## config.mk

```make
export PLATFORM = sky130hd
export DESIGN_NAME = calc_core_flat
export DESIGN_NICKNAME = d
export VERILOG_FILES = /design/src/rtl/calc_if.sv /design/src/rtl/calc_core.sv /design/src/flat_wrapper.sv
export SDC_FILE = /design/constraint.sdc
export NUM_CORES = 1
export LEC_CHECK = 0
export CORE_AREA = 2 2 232 234
export DETAILED_ROUTE_END_ITERATION = 7
export DIE_AREA = 0 0 234 236
export MAX_ROUTING_LAYER = met4
export PLACE_DENSITY = 0.65
export SYNTH_ARGS = -nofsm -noshare
export SYNTH_HDL_FRONTEND = slang
export SYNTH_SLANG_ARGS = --single-unit
export TNS_END_PERCENT = 1
```

## constraint.sdc

```tcl
create_clock -name clk -period 10.25 [get_ports clk]
set_input_delay 2.05 -clock clk [delete_from_list [all_inputs] [get_ports clk]]
set_output_delay 2.05 -clock clk [all_outputs]
set_load 0.02 [all_outputs]
```

## src/rtl/calc_if.sv

```systemverilog
// Keypad-side and display-side signals of the calculator engine.
// key_en, equal, hist_up and hist_down are single-cycle strobes with no ready
// path: the engine samples them on every edge and drops them where not applicable.
interface calc_if #(
  parameter int W = 16
);
  logic         key_en;
  logic [3:0]   key;
  logic         equal;
  logic         hist_up;
  logic         hist_down;
  logic [W-1:0] out;
  logic         busy;
  logic         error;
  logic         res_valid;
  logic [2:0]   dbg_state;

  modport master (
    output key_en, key, equal, hist_up, hist_down,
    input  out, busy, error, res_valid, dbg_state
  );

  modport slave (
    input  key_en, key, equal, hist_up, hist_down,
    output out, busy, error, res_valid, dbg_state
  );
endinterface

```

## src/rtl/calc_core.sv

```systemverilog
// Four-function unsigned calculator: decimal entry, 1-cycle add/sub/mul,
// W-cycle restoring divide/mod, timed result display and a browsable circular history.
module calc_core #(
  parameter int W           = 16,
  parameter int MAX_DIGITS  = 4,
  parameter int HIST_DEPTH  = 8,
  parameter int HOLD_CYCLES = 2000
) (
  input  logic  clk,
  input  logic  rst,
  calc_if.slave bus
);
  localparam int CW = $clog2(MAX_DIGITS + 1);
  localparam int HW = $clog2(HOLD_CYCLES + 1);
  localparam int DW = $clog2(W);
  localparam int PW = $clog2(HIST_DEPTH);
  localparam int NW = $clog2(HIST_DEPTH + 1);

  typedef enum logic [2:0] {
    S_IDLE = 3'd0,
    S_NUM1 = 3'd1,
    S_NUM2 = 3'd2,
    S_EXEC = 3'd3,
    S_SHOW = 3'd4,
    S_ERR  = 3'd5
  } state_t;

  typedef enum logic [2:0] {
    OP_ADD = 3'd0,
    OP_SUB = 3'd1,
    OP_MUL = 3'd2,
    OP_DIV = 3'd3,
    OP_MOD = 3'd4
  } op_t;

  state_t        state, state_nxt;
  op_t           op, op_nxt;
  logic [W-1:0]  num1, num1_nxt, num2, num2_nxt;
  logic [CW-1:0] cnt1, cnt1_nxt, cnt2, cnt2_nxt;
  logic [W-1:0]  rem, rem_nxt, quo, quo_nxt;
  logic [W-1:0]  result, result_nxt;
  logic [DW-1:0] div_cnt, div_cnt_nxt;
  logic [HW-1:0] hold_cnt, hold_nxt;
  logic [W-1:0]  hist [HIST_DEPTH];
  logic [PW-1:0] wr_ptr, rd_age, rd_age_nxt, rd_idx;
  logic [NW-1:0] hist_cnt;
  logic          hist_we;
  logic [W-1:0]  out_q, out_nxt;
  logic          busy_q, error_q, res_valid_q, res_valid_nxt;

  logic          is_digit, is_op, is_clr;
  op_t           key_op;
  logic [W+3:0]  app1, app2;
  logic          ok1, ok2;
  logic [W:0]    sum, trial;
  logic [2*W-1:0] prod;
  logic [W-1:0]  rem_step, quo_step;
  logic          idle_key, show, fault;
  logic [W-1:0]  res;

  assign is_digit = (bus.key <= 4'd9);
  assign is_op    = (bus.key >= 4'hA) && (bus.key <= 4'hE);
  assign is_clr   = (bus.key == 4'hF);
  assign key_op   = op_t'(bus.key[2:0] - 3'd2);

  // value*10 + d computed 4 bits wider so the overflow test is exact
  assign app1 = ({4'd0, num1} << 3) + ({4'd0, num1} << 1) + {{W{1'b0}}, bus.key};
  assign app2 = ({4'd0, num2} << 3) + ({4'd0, num2} << 1) + {{W{1'b0}}, bus.key};
  assign ok1  = (cnt1 < CW'(MAX_DIGITS)) && (app1[W+3:W] == 4'd0);
  assign ok2  = (cnt2 < CW'(MAX_DIGITS)) && (app2[W+3:W] == 4'd0);

  assign sum   = {1'b0, num1} + {1'b0, num2};
  assign prod  = {{W{1'b0}}, num1} * {{W{1'b0}}, num2};
  // one restoring step: shift in the next dividend bit, subtract if it fits
  assign trial    = {rem, quo[W-1]} - {1'b0, num2};
  assign rem_step = trial[W] ? {rem[W-2:0], quo[W-1]} : trial[W-1:0];
  assign quo_step = {quo[W-2:0], ~trial[W]};

  always_comb begin
    state_nxt     = state;
    op_nxt        = op;
    num1_nxt      = num1;
    num2_nxt      = num2;
    cnt1_nxt      = cnt1;
    cnt2_nxt      = cnt2;
    rem_nxt       = rem;
    quo_nxt       = quo;
    div_cnt_nxt   = div_cnt;
    result_nxt    = result;
    hold_nxt      = hold_cnt;
    rd_age_nxt    = rd_age;
    hist_we       = 1'b0;
    res_valid_nxt = 1'b0;
    idle_key      = 1'b0;
    show          = 1'b0;
    fault         = 1'b0;
    res           = '0;

    case (state)
      S_IDLE: begin
        if (bus.key_en) begin
          idle_key = 1'b1;
        end else if (bus.hist_up && !bus.hist_down) begin
          if (NW'(rd_age) + NW'(1) < hist_cnt) rd_age_nxt = rd_age + PW'(1);
        end else if (bus.hist_down && !bus.hist_up) begin
          if (rd_age != '0) rd_age_nxt = rd_age - PW'(1);
        end
      end
      S_NUM1: begin
        if (bus.key_en) begin
          if (is_digit) begin
            if (ok1) begin
              num1_nxt = app1[W-1:0];
              cnt1_nxt = cnt1 + CW'(1);
            end
          end else if (is_op) begin
            op_nxt    = key_op;
            num2_nxt  = '0;
            cnt2_nxt  = '0;
            state_nxt = S_NUM2;
          end else begin
            num1_nxt = '0;
            cnt1_nxt = '0;
          end
        end
      end
      S_NUM2: begin
        if (bus.key_en) begin
          if (is_digit) begin
            if (ok2) begin
              num2_nxt = app2[W-1:0];
              cnt2_nxt = cnt2 + CW'(1);
            end
          end else if (is_op) begin
            op_nxt = key_op;
          end else if (is_clr) begin
            num2_nxt = '0;
            cnt2_nxt = '0;
          end
        end else if (bus.equal) begin
          state_nxt   = S_EXEC;
          rem_nxt     = '0;
          quo_nxt     = num1;
          div_cnt_nxt = '0;
        end
      end
      S_EXEC: begin
        if (op == OP_DIV || op == OP_MOD) begin
          if (num2 == '0) begin
            state_nxt = S_ERR;
          end else begin
            rem_nxt     = rem_step;
            quo_nxt     = quo_step;
            div_cnt_nxt = div_cnt + DW'(1);
            if (div_cnt == DW'(W - 1)) begin
              show = 1'b1;
              res  = (op == OP_DIV) ? quo_step : rem_step;
            end
          end
        end else begin
          if (op == OP_ADD) begin
            res   = sum[W-1:0];
            fault = sum[W];
          end else if (op == OP_SUB) begin
            res   = num1 - num2;
            fault = (num1 < num2);
          end else begin
            res   = prod[W-1:0];
            fault = |prod[2*W-1:W];
          end
          if (fault) state_nxt = S_ERR;
          else       show      = 1'b1;
        end
      end
      S_SHOW: begin
        if (bus.key_en) begin
          idle_key = 1'b1;
        end else if (hold_cnt == HW'(HOLD_CYCLES - 1)) begin
          state_nxt = S_IDLE;
        end else begin
          hold_nxt = hold_cnt + HW'(1);
        end
      end
      S_ERR: begin
        if (bus.key_en || bus.equal) state_nxt = S_IDLE;
      end
      default: state_nxt = S_IDLE;
    endcase

    // IDLE key handling, shared with the early exit out of SHOW
    if (idle_key) begin
      state_nxt = S_IDLE;
      if (is_digit) begin
        num1_nxt  = {{(W-4){1'b0}}, bus.key};
        cnt1_nxt  = CW'(1);
        state_nxt = S_NUM1;
      end else if (is_op) begin
        num1_nxt  = out_q;
        op_nxt    = key_op;
        num2_nxt  = '0;
        cnt2_nxt  = '0;
        state_nxt = S_NUM2;
      end else begin
        rd_age_nxt = '0;
      end
    end

    if (show) begin
      state_nxt     = S_SHOW;
      result_nxt    = res;
      hist_we       = 1'b1;
      res_valid_nxt = 1'b1;
      hold_nxt      = '0;
      rd_age_nxt    = '0;
    end

    rd_idx = wr_ptr - PW'(1) - rd_age_nxt;
    case (state_nxt)
      S_IDLE:  out_nxt = (hist_cnt == '0) ? '0 : hist[rd_idx];
      S_NUM1:  out_nxt = num1_nxt;
      S_NUM2:  out_nxt = num2_nxt;
      S_EXEC:  out_nxt = num1_nxt;
      S_SHOW:  out_nxt = result_nxt;
      default: out_nxt = '0;
    endcase
  end

  always_ff @(posedge clk or posedge rst) begin
    if (rst) state <= S_IDLE;
    else     state <= state_nxt;
  end

  always_ff @(posedge clk or posedge rst) begin
    if (rst) begin
      op          <= OP_ADD;
      num1        <= '0;
      num2        <= '0;
      cnt1        <= '0;
      cnt2        <= '0;
      rem         <= '0;
      quo         <= '0;
      div_cnt     <= '0;
      result      <= '0;
      hold_cnt    <= '0;
      rd_age      <= '0;
      out_q       <= '0;
      busy_q      <= 1'b0;
      error_q     <= 1'b0;
      res_valid_q <= 1'b0;
    end else begin
      op          <= op_nxt;
      num1        <= num1_nxt;
      num2        <= num2_nxt;
      cnt1        <= cnt1_nxt;
      cnt2        <= cnt2_nxt;
      rem         <= rem_nxt;
      quo         <= quo_nxt;
      div_cnt     <= div_cnt_nxt;
      result      <= result_nxt;
      hold_cnt    <= hold_nxt;
      rd_age      <= rd_age_nxt;
      out_q       <= out_nxt;
      busy_q      <= (state_nxt == S_EXEC);
      error_q     <= (state_nxt == S_ERR);
      res_valid_q <= res_valid_nxt;
    end
  end

  // circular history: oldest entry is overwritten once full
  always_ff @(posedge clk or posedge rst) begin
    if (rst) begin
      for (int i = 0; i < HIST_DEPTH; i++) hist[i] <= '0;
      wr_ptr   <= '0;
      hist_cnt <= '0;
    end else if (hist_we) begin
      hist[wr_ptr] <= result_nxt;
      wr_ptr       <= wr_ptr + PW'(1);
      if (hist_cnt != NW'(HIST_DEPTH)) hist_cnt <= hist_cnt + NW'(1);
    end
  end

  assign bus.out       = out_q;
  assign bus.busy      = busy_q;
  assign bus.error     = error_q;
  assign bus.res_valid = res_valid_q;
  assign bus.dbg_state = state;
endmodule
```

## src/flat_wrapper.sv

```systemverilog
// flat-port wrapper written by rule: the top's interface ports become plain ports
module calc_core_flat 
#(
  parameter int W           = 16,
  parameter int MAX_DIGITS  = 4,
  parameter int HIST_DEPTH  = 8,
  parameter int HOLD_CYCLES = 2000
)
  (clk, rst, bus_key_en, bus_key, bus_equal, bus_hist_up, bus_hist_down, bus_out, bus_busy, bus_error, bus_res_valid, bus_dbg_state);
  calc_if #(.W(W)) bus_i ();
  input  logic clk;
  input  logic rst;
  input wire logic [$bits(bus_i.key_en)-1:0] bus_key_en;
  input wire logic [$bits(bus_i.key)-1:0] bus_key;
  input wire logic [$bits(bus_i.equal)-1:0] bus_equal;
  input wire logic [$bits(bus_i.hist_up)-1:0] bus_hist_up;
  input wire logic [$bits(bus_i.hist_down)-1:0] bus_hist_down;
  output wire logic [$bits(bus_i.out)-1:0] bus_out;
  output wire logic [$bits(bus_i.busy)-1:0] bus_busy;
  output wire logic [$bits(bus_i.error)-1:0] bus_error;
  output wire logic [$bits(bus_i.res_valid)-1:0] bus_res_valid;
  output wire logic [$bits(bus_i.dbg_state)-1:0] bus_dbg_state;
  assign bus_i.key_en = bus_key_en;
  assign bus_i.key = bus_key;
  assign bus_i.equal = bus_equal;
  assign bus_i.hist_up = bus_hist_up;
  assign bus_i.hist_down = bus_hist_down;
  assign bus_out = bus_i.out;
  assign bus_busy = bus_i.busy;
  assign bus_error = bus_i.error;
  assign bus_res_valid = bus_i.res_valid;
  assign bus_dbg_state = bus_i.dbg_state;
  calc_core #(.W(W), .MAX_DIGITS(MAX_DIGITS), .HIST_DEPTH(HIST_DEPTH), .HOLD_CYCLES(HOLD_CYCLES)) u_core (.clk(clk), .rst(rst), .bus(bus_i));
endmodule
```

Word level (Yosys, flattened, before mapping)
Cells that the tools add are included.
{"block": "word_totals", "out_inout_bits": 22, "ff_bits": 264, "latch_bits": 0, "n_memories": 0, "rom_bits": 0, "mem_bits_rw": 0, "elab_cells": 229}
{"block": "op_classes", "addsub": 19, "shift": 0, "eq_ne": 23, "reduce_logical": 27, "div_mod_pow": 0, "mul": 1, "order_cmp": 10, "bitwise": 3, "muxes": 120}
{"op": "$mux 16", "n": 40}
{"op": "$mux 3", "n": 49}
{"op": "$bwmux 128", "n": 1}
{"op": "$pmux 16 s2", "n": 3}
{"op": "$pmux 16 s4", "n": 1}
{"op": "$bmux 16 s3", "n": 1}
{"op": "$demux 16 s3", "n": 1}
{"op": "$mux 11", "n": 4}
{"op": "$add 19x17->20", "n": 2}
{"op": "$add 20x4->20", "n": 2}
{"op": "$mul 16x16->32", "n": 1}
{"op": "$pmux 3 s6", "n": 1}
{"op": "$add 16x16->17", "n": 1}
{"op": "$sub 17x16->17", "n": 1}
{"op": "$logic_not 16->1", "n": 1}
{"op": "$lt 16x16->1", "n": 1}
{"op": "$mux 4", "n": 4}
{"op": "$reduce_or 16->1", "n": 1}
{"op": "$sub 16x16->16", "n": 1}
{"op": "$eq 3x2->1 const B", "n": 5}
{"op": "$eq 3x3->1 const B", "n": 5}
{"op": "$add 3x1->3 const B", "n": 4}
{"op": "$ge 4x4->1 const B", "n": 3}
{"op": "$logic_not 4->1", "n": 3}
{"op": "32 further kinds", "n": 67}

Longest topological paths before layout
{"block": "depth", "ltp_word": 17, "mapped_depth": 36, "depth_no_buf": 30}

Worst setup path before layout
Ideal clock, no wire load.
{"block": "synth_timing", "kind": "reg2reg", "startpoint": "reg u_core.num2[1]", "endpoint": "reg u_core.out_q[14], in the netlist u_core.bus.out[14]", "t_required_ns": 10.110, "setup_slack_ns": 0.802, "path_buffers": 9, "path_stages_with_launch": 35, "arrival_ns": 9.307, "setup_time_ns": 0.140, "cell_sequence": "dfrtp_1 clkbuf_1 clkbuf_1 nand2_1 fa_1 fa_1 inv_1 fa_1 inv_1 fa_1 fa_1 fa_1 inv_1 ha_1 buf_4 and4_4 nand4_2 a2111oi_2 nand4bb_1 a41o_1 xnor2_1 or4_1 o22a_1 buf_6 clkinv_4 buf_2 buf_2 or3_1 ha_1 clkbuf_1 clkbuf_1 clkbuf_1 mux4_2 mux2i_1 o211ai_1"}
{"block": "synth_between", "elab_chain_len": 17, "word_cells_on_any_way": 55, "classes_between": "add/sub: 6; mul: 1; order compare: 1; eq/ne: 4; mux: 36; bitwise: 1; reduce/logical: 6"}
{"element": "start: declaration", "line": "calc_core.sv:38", "source": "logic [W-1:0] num1, num1_nxt, num2, num2_nxt;"}
{"element": "start signal: assignment", "line": "calc_core.sv:253", "source": "num2 <= num2_nxt;"}
{"element": "$mul 16x16->32", "line": "calc_core.sv:73", "source": "assign prod = {{W{1'b0}}, num1} * {{W{1'b0}}, num2};"}
{"element": "$reduce_or 16->1", "line": "calc_core.sv:169", "source": "fault = |prod[2*W-1:W];"}
{"element": "$mux 1", "line": "calc_core.sv:164", "source": "end else if (op == OP_SUB) begin"}
{"element": "$mux 1", "line": "calc_core.sv:161", "source": "if (op == OP_ADD) begin"}
{"element": "$mux 1", "line": "calc_core.sv:148", "source": "if (op == OP_DIV || op == OP_MOD) begin"}
{"element": "$mux 1", "line": "calc_core.sv:99", "source": "case (state)"}
{"element": "$mux 1", "line": "calc_core.sv:171", "source": "if (fault) state_nxt = S_ERR;"}
{"element": "$mux 1", "line": "calc_core.sv:148"}
{"element": "$mux 1", "line": "calc_core.sv:99"}
{"element": "$mux 3", "line": "calc_core.sv:208", "source": "if (show) begin"}
{"element": "$sub 3x3->3", "line": "calc_core.sv:217", "source": "rd_idx = wr_ptr - PW'(1) - rd_age_nxt;"}
{"element": "$not 3->4 (implied by the code)", "line": "calc_core.sv:219", "source": "S_IDLE: out_nxt = (hist_cnt == '0) ? '0 : hist[rd_idx];"}
{"element": "$bmux 16 s3", "line": "calc_core.sv:219"}
{"element": "$mux 16 (implied by the code) (2 in series)", "line": "calc_core.sv:219"}
{"element": "$mux 16", "line": "calc_core.sv:219"}
{"element": "$pmux 16 s4 *", "line": "calc_core.sv:218", "source": "case (state_nxt)"}
{"element": "via u_core.out_nxt[14]", "line": "calc_core.sv:48", "source": "logic [W-1:0] out_q, out_nxt;"}
{"element": "end signal: assignment", "line": "calc_core.sv:262", "source": "out_q <= out_nxt;"}
{"element": "end: declaration", "line": "calc_core.sv:48"}
Mark *: on every way through the listed nets, which the timed path passes. The rest lies on a longest branch. The select of a mux whose other input is x is not followed.
A chain may end at the register's enable or synchronous reset.

Worst setup path in the final report
{"block": "layout_timing", "startpoint": "reg u_core.num1[7]", "endpoint": "reg u_core.out_q[7], in the netlist u_core.bus.out[7]"}
{"block": "layout_between", "elab_chain_len": 17, "word_cells_on_any_way": 48, "classes_between": "add/sub: 5; mul: 1; order compare: 1; eq/ne: 4; mux: 31; bitwise: 1; reduce/logical: 5"}
{"element": "start: declaration", "line": "calc_core.sv:38"}
{"element": "start signal: assignment", "line": "calc_core.sv:252", "source": "num1 <= num1_nxt;"}
{"element": "$mul 16x16->32", "line": "calc_core.sv:73"}
{"element": "$reduce_or 16->1", "line": "calc_core.sv:169"}
{"element": "$mux 1", "line": "calc_core.sv:164"}
{"element": "$mux 1", "line": "calc_core.sv:161"}
{"element": "$mux 1", "line": "calc_core.sv:148"}
{"element": "$mux 1", "line": "calc_core.sv:99"}
{"element": "$mux 1", "line": "calc_core.sv:171"}
{"element": "$mux 1", "line": "calc_core.sv:148"}
{"element": "$mux 1", "line": "calc_core.sv:99"}
{"element": "$mux 3", "line": "calc_core.sv:208"}
{"element": "$sub 3x3->3", "line": "calc_core.sv:217"}
{"element": "$not 3->4 (implied by the code)", "line": "calc_core.sv:219"}
{"element": "$bmux 16 s3", "line": "calc_core.sv:219"}
{"element": "$mux 16 (implied by the code) (2 in series)", "line": "calc_core.sv:219"}
{"element": "$mux 16", "line": "calc_core.sv:219"}
{"element": "$pmux 16 s4 *", "line": "calc_core.sv:218"}
{"element": "via u_core.out_nxt[7]", "line": "calc_core.sv:48"}
Marked as above.

==> flow_summary.json <==
{
  "area_delta_synth_final_pct": 7.783,
  "p_sw_mw": 3.570,
  "reg2regPathDepth": 28,
  "rsz0062_at_grt": "no",
  "cts_root_buffer": "clkbuf_16",
  "grt_usage_pct": 30.56,
  "antenna_found_initial": 2,
  "place_ws_ns": 0.2996,
  "postCtsSetupRepairBufs": 0,
  "cts_tree": "done",
  "end_kind": "register",
  "finalHoldViolCount": 0,
  "p_int_mw": 3.842,
  "cts-buffers-inserted": 26,
  "die_w_um": 234,
  "drt-pass1-iter-count": 6,
  "fin_cells": 3436,
  "synth_area_mm2": 0.02608,
  "power.leakage_nw": 13.26,
  "synth_area_per_cell_um2": 9.566,
  "slew_violations": 0,
  "cts_sinks": 264,
  "fin_crit_ns": 9.731,
  "power_density_mw_per_mm2": 263.7,
  "ys.flop_type": "dfrtp_1",
  "ir_drop_mv": 0.1753,
  "grt_max_degree": 180,
  "startpoint_type": "register",
  "seq_power_share_pct": 24.9,
  "p_comb_share_pct": 61.7,
  "path_max_fanout": 19,
  "synth_seq_cells": 264,
  "finalSetupViolCount": 0,
  "synth_edf_count": 0,
  "synthCells": 2726,
  "initial_core_util_pct": 49.14,
  "hold_start": "u_core.hist[49]",
  "final_cell_mix": "inv_1, nand2_1, dfrtp_1",
  "die_y_um": 236,
  "fin_nets": 3159,
  "ant_nets": 0,
  "swShare_pct": 48.16,
  "maxCapViolations": 0,
  "clk_latency_ns": 0.56,
  "dieArea_mm2": 0.05522,
  "coreArea_mm2": 0.05307,
  "min_period_over_period_pct": 94.93,
  "status": "finished, final reports clean",
  "grt_pass1_wl_um": 125900,
  "drc": 0,
  "holdPathStages": 2,
  "hpwlAfterDp_um": 62260,
  "synth_cell_types": 96,
  "final_cell_area_mm2": 0.02811,
  "avgViaCountPerCell": 6.106,
  "worst_slew_pin_slew_ns": 1.244,
  "fmax_ghz": 0.1028,
  "r2r_slack_ns": 0.52,
  "htree_levels": 1,
  "synthArstFlopShare_pct": 100.0,
  "io_pins": 32,
  "final_common_cell": "inv_1",
  "worstHoldPathType": "reg -> reg",
  "p_clk_share_pct": 13.4,
  "syn_nets": 3167,
  "r2r-end": "u_core.bus.out[7]",
  "grt-ovfl-total": 0,
  "skew_ns": 0.01329,
  "ys_seq_area_share_pct": 25.33,
  "ys_warn_count": 0,
  "arrival_ns": 10.13,
  "setup_ws_ns": 0.5194,
  "whs_endpoint": "u_core.hist[49]",
  "port_buffers": 31,
  "wl_per_cell_um": 23.53,
  "drtIter0Drc": 1987,
  "path_class": "reg -> reg",
  "slew_headroom_pct": 17.07,
  "finalWeightedCongestion": 1.005,
  "clk_path_buf_depth": 3,
  "cp_slowest_stage_delay_ns": 0.91,
  "r2r-start": "u_core.num1[7]",
  "rows": 85,
  "grt_pass1_vias": 21260,
  "dpl_cell_area_mm2": 0.02722,
  "cpMaxStageDelayCell": "dfrtp_1",
  "nFillCells": 4778,
  "via_count": 20980,
  "worstPathRequired_ns": 10.65,
  "drt_wl_total_um": 80830,
  "place_inst": 3386,
  "cpMostUsedCell": "fa_1",
  "clkTransAtPathRegs_ns": 0.07,
  "setup_tns_ns": 0,
  "drive_gt1_share_pct": 11.36
}
[routing by layer]
metal / part of all wire [%] / vias to the layer above / GRT usage, %
met5: 0 / - / -
met4: 4.6 / 0 / 11.76
met3: 6.2 / 195 / 3.119
met2: 47 / 853 / 48.73
met1: 42 / 10540 / 40.17
li1: - / 9393 / -
[how the worst max path moves through the flow]
| stage | from | to | slack (ns) | cells past startpoint |
|---|---|---|---|---|
| final | u_core.num1[7] | u_core.bus.out[7] | 0.52 | 28 |
| after detailed placement | u_core.num1[7] | u_core.bus.out[3] | 0.30 | 28 |
| after floorplan | u_core.num2[1] | u_core.bus.out[14] | 0.80 | 34 |
| after CTS | u_core.num1[7] | u_core.bus.out[7] | 0.28 | 28 |
| after global placement | u_core.num1[7] | u_core.bus.out[14] | 0.50 | 28 |
| after global routing | u_core.num1[7] | u_core.bus.out[2] | 0.16 | 28 |
[state kept, by name, summed over array words and instances (netlist names), 4 cells and up]
name,count
u_core.hist,128
u_core.bus.out,16
u_core.num1,16
u_core.num2,16
u_core.quo,16
u_core.rem,16
u_core.result,16
u_core.hold_cnt,11
u_core.div_cnt,4
u_core.hist_cnt,4
[synth_stat cells, types with 27 or more instances]
master      n  area (µm²)
a21oi_1   112       560.5
dfrtp_1   264        6606
nand2_1   266       998.5
clkbuf_1  109       409.1
xor2_1     28       245.2
mux4_2     32       720.7
o21a_1     27       202.7
mux2_2    123        1385
nand3_1    41       205.2
xnor2_1    50       437.9
a21o_1     34       255.2
nor2b_1    29       181.4
ha_1      229        2865
inv_1     299        1122
mux2i_1    50       500.5
nor2_1    159       596.8
nor3_1     31       155.2
and2_1    107       669.4
fa_1      202        4044
o21ai_0   111       555.5
o211ai_1   29       217.7
[worst max-delay path: cells and delay by family, from the launching register on]
| kind | cells | cell delay, ns |
|---|---|---|
| compound gates | 5 | 1.33 |
| flops | 1 | 0.91 |
| simple gates | 4 | 1.14 |
| fa+ha+maj | 10 | 4.77 |
| buf+inv | 6 | 0.67 |
| mux | 3 | 0.73 |
[power by group through the flow]
stage / combinational [mW] / sequential [mW] / clock [mW]
4_1_cts: 4.53 / 1.82 / 1.01
3_5_place_dp: 4.50 / 1.84 / 0
6_report: 4.58 / 1.84 / 0.993
5_1_grt: 4.96 / 1.88 / 1.05
3_3_place_gp: 4.43 / 1.82 / 0
2_1_floorplan: 3.27 / 1.64 / 0
[per-stage QoR]
stage / util [%] / power (mW) / hold slack, ns
after detailed placement: 51.30 / 6.339 / 0.4714
after CTS: 52.94 / 7.359 / 0.4856
after global placement: 51.30 / 6.253 / 0.4639
after floorplan: - / 4.907 / 0.4380
after global routing: 52.96 / 7.886 / 0.5120
final: 52.96 / 7.411 / 0.4879
[area by class of cell]
class                           count  area, µm²  share of cell area, %
Tap cell                          696      870.8                  3.098
Inverter                          302       1146                  4.078
Sequential cell                   264       6606                  23.50
Timing Repair Buffer               93      800.8                  2.849
Clock inverter                     11      113.9                 0.4051
Multi-Input combinational cell   2031      17800                  63.34
Antenna cell                        3      7.507                0.02671
Clock buffer                       36      759.5                  2.702
[what timing repair did]
action	CTS	global route
resized for setup	0	1
endpoints found under the setup margin	0	10
hold buffers	0	0
[cell families (layout without fill, tap and decap cells)]
| group | Yosys count | in the layout | share of synthesized area [%] |
|---|---|---|---|
| muxes | 221 | 221 | 10.81 |
| buffers and inverters | 431 | 442 | 6.453 |
| xor gates and xnor gates | 79 | 79 | 2.725 |
| AOI/OAI and AO/OA | 530 | 530 | 13.77 |
| and+or+nand+nor | 770 | 770 | 14.41 |
| other | 0 | 3 | 0 |
| DFF | 264 | 264 | 25.33 |
| adders and majority gates | 431 | 431 | 26.49 |
Power figures use the tool's default switching activity.
